[src/rtl/camlink_axis_tap_packer.sv]
`default_nettype none
`timescale 1ns/1ps
// ============================================================================
// Module   : camlink_axis_tap_packer
// Brief    : Packs parsed CameraLink taps into a frame-aligned AXI4-Stream
//            video stream through a FWFT FIFO, drops to the next frame on
//            overflow, and reports per-frame line/length diagnostics.
// Revision : 1.0 - initial release
// ============================================================================
module camlink_axis_tap_packer #(
    parameter int TAP_WIDTH  = 8,
    parameter int NUM_TAPS   = 3,
    parameter int FIFO_DEPTH = 16,
    parameter int CNT_WIDTH  = 16,
    parameter int USE_DVAL   = 1
) (
    input  logic                          axis_clk,
    input  logic                          aresetn,
    input  logic                          enable,
    input  logic                          cam_dval,
    input  logic                          cam_lval,
    input  logic                          cam_fval,
    input  logic [NUM_TAPS*TAP_WIDTH-1:0] cam_data,
    output logic [NUM_TAPS*TAP_WIDTH-1:0] m_axis_tdata,
    output logic                          m_axis_tvalid,
    input  logic                          m_axis_tready,
    output logic                          m_axis_tlast,
    output logic                          m_axis_tuser,
    output logic                          overflow,
    output logic [CNT_WIDTH-1:0]          drop_count,
    output logic [CNT_WIDTH-1:0]          line_length,
    output logic [CNT_WIDTH-1:0]          line_count,
    output logic                          frame_error
);

    localparam int                   DW         = NUM_TAPS * TAP_WIDTH;
    localparam int                   AW         = $clog2(FIFO_DEPTH);
    localparam int                   EW         = DW + 2;
    localparam logic [AW:0]          C_FULL     = (AW+1)'(FIFO_DEPTH);
    localparam logic                 C_USE_DVAL = (USE_DVAL != 0);
    localparam logic [CNT_WIDTH-1:0] C_ONE      = {{(CNT_WIDTH-1){1'b0}}, 1'b1};

    typedef enum logic [1:0] {
        S_IDLE       = 2'd0,
        S_WAIT_FRAME = 2'd1,
        S_STREAM     = 2'd2,
        S_DROP       = 2'd3
    } state_t;

    function automatic logic [CNT_WIDTH-1:0] sat_inc(input logic [CNT_WIDTH-1:0] v);
        return (&v) ? v : v + C_ONE;
    endfunction

    // ------------------------------------------------------------------ input stage
    logic          dval_q, lval_q, fval_q, lval_p_q, fval_p_q;
    logic [DW-1:0] data_q;

    // Register the timing bits and keep their previous value for edge detection.
    // FVAL history resets high so a frame already in progress at reset release
    // never looks like a rising edge; capture waits for a genuine new frame.
    always_ff @(posedge axis_clk or negedge aresetn) begin
        if (!aresetn) begin
            dval_q   <= 1'b0;
            lval_q   <= 1'b0;
            fval_q   <= 1'b1;
            lval_p_q <= 1'b0;
            fval_p_q <= 1'b1;
            data_q   <= '0;
        end else begin
            dval_q   <= cam_dval;
            lval_q   <= cam_lval;
            fval_q   <= cam_fval;
            lval_p_q <= lval_q;
            fval_p_q <= fval_q;
            data_q   <= cam_data;
        end
    end

    logic w_fval_rise, w_fval_fall, w_lval_fall, w_beat;
    assign w_fval_rise = fval_q & ~fval_p_q;
    assign w_fval_fall = ~fval_q & fval_p_q;
    assign w_lval_fall = ~lval_q & lval_p_q;
    assign w_beat      = fval_q & lval_q & (dval_q | ~C_USE_DVAL);

    // ------------------------------------------------------------------ control FSM
    state_t state_q, state_d;
    logic   w_start, w_capture;
    logic   w_push_req, w_push_last, w_push_ok, w_drop, w_pop, w_full;
    logic   pend_vld_q, pend_vld_d, sof_q, sof_d;
    logic [DW-1:0] pend_data_q, pend_data_d;

    // The beat present on the frame's first cycle is captured on the same edge
    // that enters STREAM, so no pixel of a frame-aligned line is lost.
    assign w_start     = (state_q == S_WAIT_FRAME) & enable & w_fval_rise;
    assign w_capture   = (state_q == S_STREAM) | w_start;
    assign w_push_last = w_lval_fall | w_fval_fall;
    assign w_push_req  = (state_q == S_STREAM) & pend_vld_q & (w_beat | w_push_last);
    assign w_push_ok   = w_push_req & (~w_full | w_pop);
    assign w_drop      = w_push_req & ~w_push_ok;

    // State register.
    always_ff @(posedge axis_clk or negedge aresetn) begin
        if (!aresetn) state_q <= S_IDLE;
        else          state_q <= state_d;
    end

    // Next-state logic; a frame end always wins over an overflow in the same cycle.
    always_comb begin
        state_d = state_q;
        case (state_q)
            S_IDLE:       if (enable) state_d = S_WAIT_FRAME;
            S_WAIT_FRAME: if (!enable) state_d = S_IDLE;
                          else if (w_fval_rise) state_d = S_STREAM;
            S_STREAM:     if (w_fval_fall) state_d = S_WAIT_FRAME;
                          else if (w_drop) state_d = S_DROP;
            S_DROP:       if (w_fval_fall) state_d = S_WAIT_FRAME;
            default:      state_d = S_IDLE;
        endcase
    end

    // Pending beat: held until the next beat or a line/frame end tells us its TLAST.
    always_comb begin
        pend_vld_d  = pend_vld_q;
        pend_data_d = pend_data_q;
        sof_d       = sof_q;
        if (w_start)        sof_d = 1'b1;
        else if (w_push_ok) sof_d = 1'b0;
        if (!w_capture || w_drop) begin
            pend_vld_d = 1'b0;
        end else begin
            if (w_push_ok) pend_vld_d = 1'b0;
            if (w_beat) begin
                pend_vld_d  = 1'b1;
                pend_data_d = data_q;
            end
        end
    end

    // Pending register update.
    always_ff @(posedge axis_clk or negedge aresetn) begin
        if (!aresetn) begin
            pend_vld_q  <= 1'b0;
            pend_data_q <= '0;
            sof_q       <= 1'b0;
        end else begin
            pend_vld_q  <= pend_vld_d;
            pend_data_q <= pend_data_d;
            sof_q       <= sof_d;
        end
    end

    // ------------------------------------------------------------------ FWFT FIFO
    logic [EW-1:0] mem_q [FIFO_DEPTH];
    logic [AW-1:0] wr_ptr_q, rd_ptr_q;
    logic [AW:0]   count_q;
    logic [EW-1:0] w_head;
    logic          w_tvalid;

    assign w_tvalid = (count_q != '0);
    assign w_full   = (count_q == C_FULL);
    assign w_pop    = w_tvalid & m_axis_tready;
    assign w_head   = mem_q[rd_ptr_q];

    // Storage array; entry = {tuser, tlast, tdata}.
    always_ff @(posedge axis_clk) begin
        if (w_push_ok) mem_q[wr_ptr_q] <= {sof_q, w_push_last, pend_data_q};
    end

    // Pointers and occupancy; depth is a power of two so pointers wrap naturally.
    always_ff @(posedge axis_clk or negedge aresetn) begin
        if (!aresetn) begin
            wr_ptr_q <= '0;
            rd_ptr_q <= '0;
            count_q  <= '0;
        end else begin
            if (w_push_ok) wr_ptr_q <= wr_ptr_q + AW'(1);
            if (w_pop)     rd_ptr_q <= rd_ptr_q + AW'(1);
            if (w_push_ok && !w_pop)      count_q <= count_q + (AW+1)'(1);
            else if (!w_push_ok && w_pop) count_q <= count_q - (AW+1)'(1);
        end
    end

    // The head is masked while empty so stale storage never appears on the bus.
    assign m_axis_tvalid = w_tvalid;
    assign m_axis_tdata  = w_tvalid ? w_head[DW-1:0] : '0;
    assign m_axis_tlast  = w_tvalid & w_head[DW];
    assign m_axis_tuser  = w_tvalid & w_head[DW+1];

    // ------------------------------------------------------------------ diagnostics
    logic [CNT_WIDTH-1:0] beat_cnt_q, beat_cnt_d, line_len_q, line_len_d;
    logic [CNT_WIDTH-1:0] ref_len_q, ref_len_d, line_cnt_q, line_cnt_d;
    logic [CNT_WIDTH-1:0] line_count_q, line_count_d, drop_count_q, drop_count_d;
    logic [CNT_WIDTH-1:0] w_len;
    logic                 ref_vld_q, ref_vld_d, mis_seen_q, mis_seen_d;
    logic                 overflow_q, overflow_d, frame_error_q, frame_error_d;
    logic                 w_mismatch;

    assign w_len = sat_inc(beat_cnt_q);

    // Line length, line count, reference-length compare and overflow accounting.
    always_comb begin
        beat_cnt_d   = beat_cnt_q;
        line_len_d   = line_len_q;
        ref_len_d    = ref_len_q;
        ref_vld_d    = ref_vld_q;
        mis_seen_d   = mis_seen_q;
        line_cnt_d   = line_cnt_q;
        line_count_d = line_count_q;
        overflow_d   = overflow_q | w_drop;
        drop_count_d = w_drop ? sat_inc(drop_count_q) : drop_count_q;
        w_mismatch   = 1'b0;
        if (w_start) begin
            beat_cnt_d = '0;
            line_cnt_d = '0;
            ref_vld_d  = 1'b0;
            mis_seen_d = 1'b0;
        end else if (w_push_ok) begin
            if (w_push_last) begin
                beat_cnt_d = '0;
                line_len_d = w_len;
                line_cnt_d = sat_inc(line_cnt_q);
                if (!ref_vld_q) begin
                    ref_vld_d = 1'b1;
                    ref_len_d = w_len;
                end else if ((w_len != ref_len_q) && !mis_seen_q) begin
                    w_mismatch = 1'b1;
                    mis_seen_d = 1'b1;
                end
            end else begin
                beat_cnt_d = w_len;
            end
        end
        // The final line's TLAST push can coincide with the frame end.
        if ((state_q == S_STREAM) && w_fval_fall)
            line_count_d = (w_push_ok && w_push_last) ? sat_inc(line_cnt_q) : line_cnt_q;
        frame_error_d = w_drop | w_mismatch;
    end

    // Diagnostic registers.
    always_ff @(posedge axis_clk or negedge aresetn) begin
        if (!aresetn) begin
            beat_cnt_q    <= '0;
            line_len_q    <= '0;
            ref_len_q     <= '0;
            ref_vld_q     <= 1'b0;
            mis_seen_q    <= 1'b0;
            line_cnt_q    <= '0;
            line_count_q  <= '0;
            drop_count_q  <= '0;
            overflow_q    <= 1'b0;
            frame_error_q <= 1'b0;
        end else begin
            beat_cnt_q    <= beat_cnt_d;
            line_len_q    <= line_len_d;
            ref_len_q     <= ref_len_d;
            ref_vld_q     <= ref_vld_d;
            mis_seen_q    <= mis_seen_d;
            line_cnt_q    <= line_cnt_d;
            line_count_q  <= line_count_d;
            drop_count_q  <= drop_count_d;
            overflow_q    <= overflow_d;
            frame_error_q <= frame_error_d;
        end
    end

    assign overflow    = overflow_q;
    assign drop_count  = drop_count_q;
    assign line_length = line_len_q;
    assign line_count  = line_count_q;
    assign frame_error = frame_error_q;

endmodule
`default_nettype wire
[config.mk]
export PLATFORM = sky130hd
export DESIGN_NAME = camlink_axis_tap_packer
export DESIGN_NICKNAME = d
export VERILOG_FILES = /design/src/rtl/camlink_axis_tap_packer.sv
export SDC_FILE = /design/constraint.sdc
export NUM_CORES = 1
export LEC_CHECK = 0
export BUFFER_PORTS_ARGS = -buffer_cell sky130_fd_sc_hd__buf_2
export CAP_MARGIN = 20
export CORE_UTILIZATION = 38
export DETAILED_ROUTE_END_ITERATION = 7
export PLACE_DENSITY_LB_ADDON = 0.08
export SETUP_SLACK_MARGIN = 0.4
export SYNTH_ARGS = -nofsm -noshare
export SYNTH_HDL_FRONTEND = slang
export SYNTH_SLANG_ARGS = --single-unit
[constraint.sdc]
create_clock -name axis_clk -period 4.5 [get_ports axis_clk]
set_input_delay 0.9 -clock axis_clk [delete_from_list [all_inputs] [get_ports axis_clk]]
set_output_delay 0.9 -clock axis_clk [all_outputs]
set_load 0.02 [all_outputs]
==> impl_metrics.sql <==
INSERT INTO impl_metrics (metric_group, metric, value, unit) VALUES
('logic_synthesis', 'synth_top_cell_by_area', 'sky130_fd_sc_hd__edfxtp_1', ''),
('clock_tree', 'cts.reportedPaths.clkPinSlew', '0.06', 'ns'),
('power_and_ir_drop', 'share_seq_of_total_power', '0.443', ''),
('floorplan', 'floorplan.initialDensity', '0.3850', ''),
('logic_synthesis', 'synth.yosys.warnings', '0', ''),
('finish', 'final_cell_area', '27780', 'sq um'),
('placement', 'pre_cts_ws', '0.8026', 'ns'),
('worst_setup_path', 'cp_data_arrival_time', '3.00', 'ns'),
('clock_tree', 'cts_max_path_buffers', '3', ''),
('timing', 'final.setup_skew', '0.01414', 'ns'),
('clock_tree', 'cts_resized', '0', ''),
('floorplan', 'fp.dieH', '252.0', 'microns'),
('detailed_routing', 'drt-wirelength-per-cell', '23.15', 'microns'),
('timing', 'grt_setup_unrepaired', 'false', ''),
('placement', 'io_buffer_count', '107', ''),
('placement', 'placedInstanceArea', '25600', 'sq um'),
('logic_synthesis', 'synth-edff-count', '416', ''),
('power_and_ir_drop', 'static_power_due_to_leakage', '10.06', 'nW'),
('global_route', 'grt_pass1_vias', '13090', ''),
('detailed_routing', 'wirelength', '56160', 'microns'),
('global_route', 'grt_usage', '0.1825', ''),
('detailed_routing', 'via_count', '12520', ''),
('clock_tree', 'tritoncts_clock_tree', 'yes', ''),
('hold_path', 'min-delay-path-class', 'primary input to async pin', ''),
('global_route', 'grtUsageMet1', '0.2567', ''),
('power_and_ir_drop', 'p_sw', '4.835', 'mW'),
('timing', 'finalCritPeriodShare', '0.8660', ''),
('timing', 'max_slew.worst_pin.slew', '0.9557', 'ns'),
('timing', 'hold_ws', '0.2757', 'ns'),
('logic_synthesis', 'synth_top_cell_area_share', '0.5258', ''),
('logic_synthesis', 'seq_area_frac_synth', '0.7050', ''),
('global_route', 'global_route.usage.met2', '0.2899', ''),
('detailed_routing', 'route.antenna.remaining_nets', '0', ''),
('power_and_ir_drop', 'peakVddDrop', '0.0002863', 'V'),
('timing', 'setup_violations', '0', ''),
('power_and_ir_drop', 'switching_share', '0.2944', ''),
('worst_setup_path', 'crit_start_category', 'flop', ''),
('logic_synthesis', 'synthArstFlopShare', '0.2901', ''),
('clock_tree', 'cts_max_level', '3', ''),
('power_and_ir_drop', 'total_power', '16.43', 'mW'),
('logic_synthesis', 'synth_seq_cells', '586', ''),
('worst_setup_path', 'critPathKind', 'flop to primary output', ''),
('floorplan', 'core-area', '61710', 'sq um'),
('detailed_routing', 'drtIter0Drc', '850', ''),
('clock_tree', 'postCtsSetupRepairBufs', '0', ''),
('logic_synthesis', 'dominantRegCellSynth', 'sky130_fd_sc_hd__edfxtp_1', ''),
('detailed_routing', 'avgViaCountPerCell', '5.162', ''),
('global_route', 'gr-total-overflow', '0', ''),
('detailed_routing', 'drt_drc_violations_left', '0', ''),
('clock_tree', 'clock_insertion_delay_worst_skew', '0.59', 'ns'),
('floorplan', 'top_level_pins', '108', ''),
('finish', 'layout-area-overhead-vs-synth', '16.94', '%'),
('finish', 'fraction_of_layout_cells_with_a_size_suffix_above_1', '0.2857', ''),
('global_route', 'grt_start_max_net_pins', '79', ''),
('floorplan', 'design.die.area', '63520', 'sq um'),
('floorplan', 'floorplan.rows', '91', ''),
('outcome', 'status', 'complete, no violations', ''),
('worst_setup_path', 'critPathCaptureType', 'primary output', ''),
('logic_synthesis', 'postSynthCellCount', '1382', ''),
('logic_synthesis', 'synth.distinct_cells', '72', ''),
('floorplan', 'die_width', '252.0', 'microns'),
('logic_synthesis', 'synth_fp_nets', '1431', ''),
('clock_tree', 'clock_sinks', '586', ''),
('logic_synthesis', 'avgSynthCellArea', '17.19', 'sq um'),
('finish', 'fillers', '5446', ''),
('timing', 'fmax', '256.6', 'MHz'),
('finish', 'antenna_cells_inserted', '0', ''),
('worst_setup_path', 'timing.reg2reg.worst_path_depth', '7', ''),
('logic_synthesis', 'netlist_area', '23760', 'sq um'),
('logic_synthesis', 'synth.area.top_cells', 'sky130_fd_sc_hd__edfxtp_1 53%, sky130_fd_sc_hd__dfrtp_1 18%, sky130_fd_sc_hd__mux4_2 12%, sky130_fd_sc_hd__nand2_1 1.7%, sky130_fd_sc_hd__mux2_2 1.5%', ''),
('logic_synthesis', 'synth.cells.most_frequent', '416 x sky130_fd_sc_hd__edfxtp_1, 168 x sky130_fd_sc_hd__dfrtp_1, 130 x sky130_fd_sc_hd__mux4_2', '');
[power by group through the flow]
stage / Combinational, mW / Sequential, mW / Clock (mW)
final: 3.78 / 7.28 / 5.37
after global routing: 4.09 / 7.39 / 5.73
after CTS: 3.88 / 7.31 / 5.53
after detailed placement: 3.87 / 7.42 / 0
after global placement: 3.85 / 7.40 / 0
after floorplan: 2.69 / 7.10 / 0
[kinds of logic (layout without fill, tap and decap cells)]
kind of cell	Yosys count	in the layout	share of synthesized area
compound gates	127	127	0.03392
mux	169	169	0.1413
xor+xnor	52	52	0.01975
simple gates	342	342	0.07358
flops	586	586	0.7050
fa+ha+maj	18	18	0.009796
buf+inv	88	295	0.01664
[cells in the final DEF (no fill, tap or decap), types with 13 or more instances in the layout]
master	count
sky130_fd_sc_hd__edfxtp_1	416
sky130_fd_sc_hd__dfrtp_1	165
sky130_fd_sc_hd__mux4_2	130
sky130_fd_sc_hd__buf_2	106
sky130_fd_sc_hd__nand2_1	105
sky130_fd_sc_hd__clkbuf_16	69
sky130_fd_sc_hd__o21ai_0	62
sky130_fd_sc_hd__nor2_1	58
sky130_fd_sc_hd__buf_4	38
sky130_fd_sc_hd__and2_1	31
sky130_fd_sc_hd__mux2_2	31
sky130_fd_sc_hd__xnor2_1	30
sky130_fd_sc_hd__nand3_1	27
sky130_fd_sc_hd__nor3_1	21
sky130_fd_sc_hd__xor2_1	21
sky130_fd_sc_hd__inv_1	19
sky130_fd_sc_hd__ha_1	17
sky130_fd_sc_hd__a21oi_1	16
sky130_fd_sc_hd__clkinv_2	15
sky130_fd_sc_hd__clkinv_1	15
sky130_fd_sc_hd__nand2b_1	14
sky130_fd_sc_hd__nand4_1	13
sky130_fd_sc_hd__nor4_1	13
[sequential cells by signal, summed over array words and instances, names as in the netlist]
signal / count
data_q: 24
pend_data_q: 24
ref_vld_q: 1
lval_q: 1
drop_count: 16
frame_error: 1
pend_vld_q: 1
line_count: 16
wr_ptr_q: 4
count_q: 5
dval_q: 1
mem_q: 416
sof_q: 1
mis_seen_q: 1
fval_p_q: 1
fval_q: 1
lval_p_q: 1
rd_ptr_q: 4
beat_cnt_q: 16
line_cnt_q: 16
ref_len_q: 16
overflow: 1
line_length: 16
state_q: 2
[layer usage]
layer	share of wire	up-vias
met5	0	-
met4	0.022	0
met3	0.041	83
met2	0.47	273
met1	0.46	6502
li1	-	5664
[layout make-up]
class                           count  share of cell area
Inverter                           19            0.002567
Sequential cell                   586              0.6032
Clock inverter                     42             0.01270
Multi-Input combinational cell    708              0.2432
Timing Repair Buffer              152             0.03490
Tap cell                          837             0.03770
Clock buffer                       82             0.06571
[final timing paths]
| kind | from | to | slack, ns |
|---|---|---|---|
| setup / recovery | rd_ptr_q[1] | m_axis_tdata[5] | 0.60 |
| hold / removal | aresetn | pend_data_q[14] | 0.28 |
| setup reg to reg | beat_cnt_q[10] | mis_seen_q | 1.23 |
| hold reg to reg | fval_q | fval_p_q | 0.39 |
| max in group asynchronous | aresetn | drop_count[6] | 3.20 |
| min in group axis_clk | fval_q | fval_p_q | 0.39 |
[stage by stage]
step                cells    util
finish               2426  0.4502
global route         2426  0.4502
CTS                  2426  0.4502
detailed placement   2302  0.4149
global placement     2302  0.4149
floorplan            1382       -
[worst max-delay path, stage by stage, from the launching register on]
cell,delay [ns]
sky130_fd_sc_hd__dfrtp_4,0.71
sky130_fd_sc_hd__buf_4,0.45
sky130_fd_sc_hd__mux4_2,0.37
sky130_fd_sc_hd__mux4_2,0.52
sky130_fd_sc_hd__and2_1,0.18
sky130_fd_sc_hd__buf_2,0.16
Power figures use the tool's default switching activity.
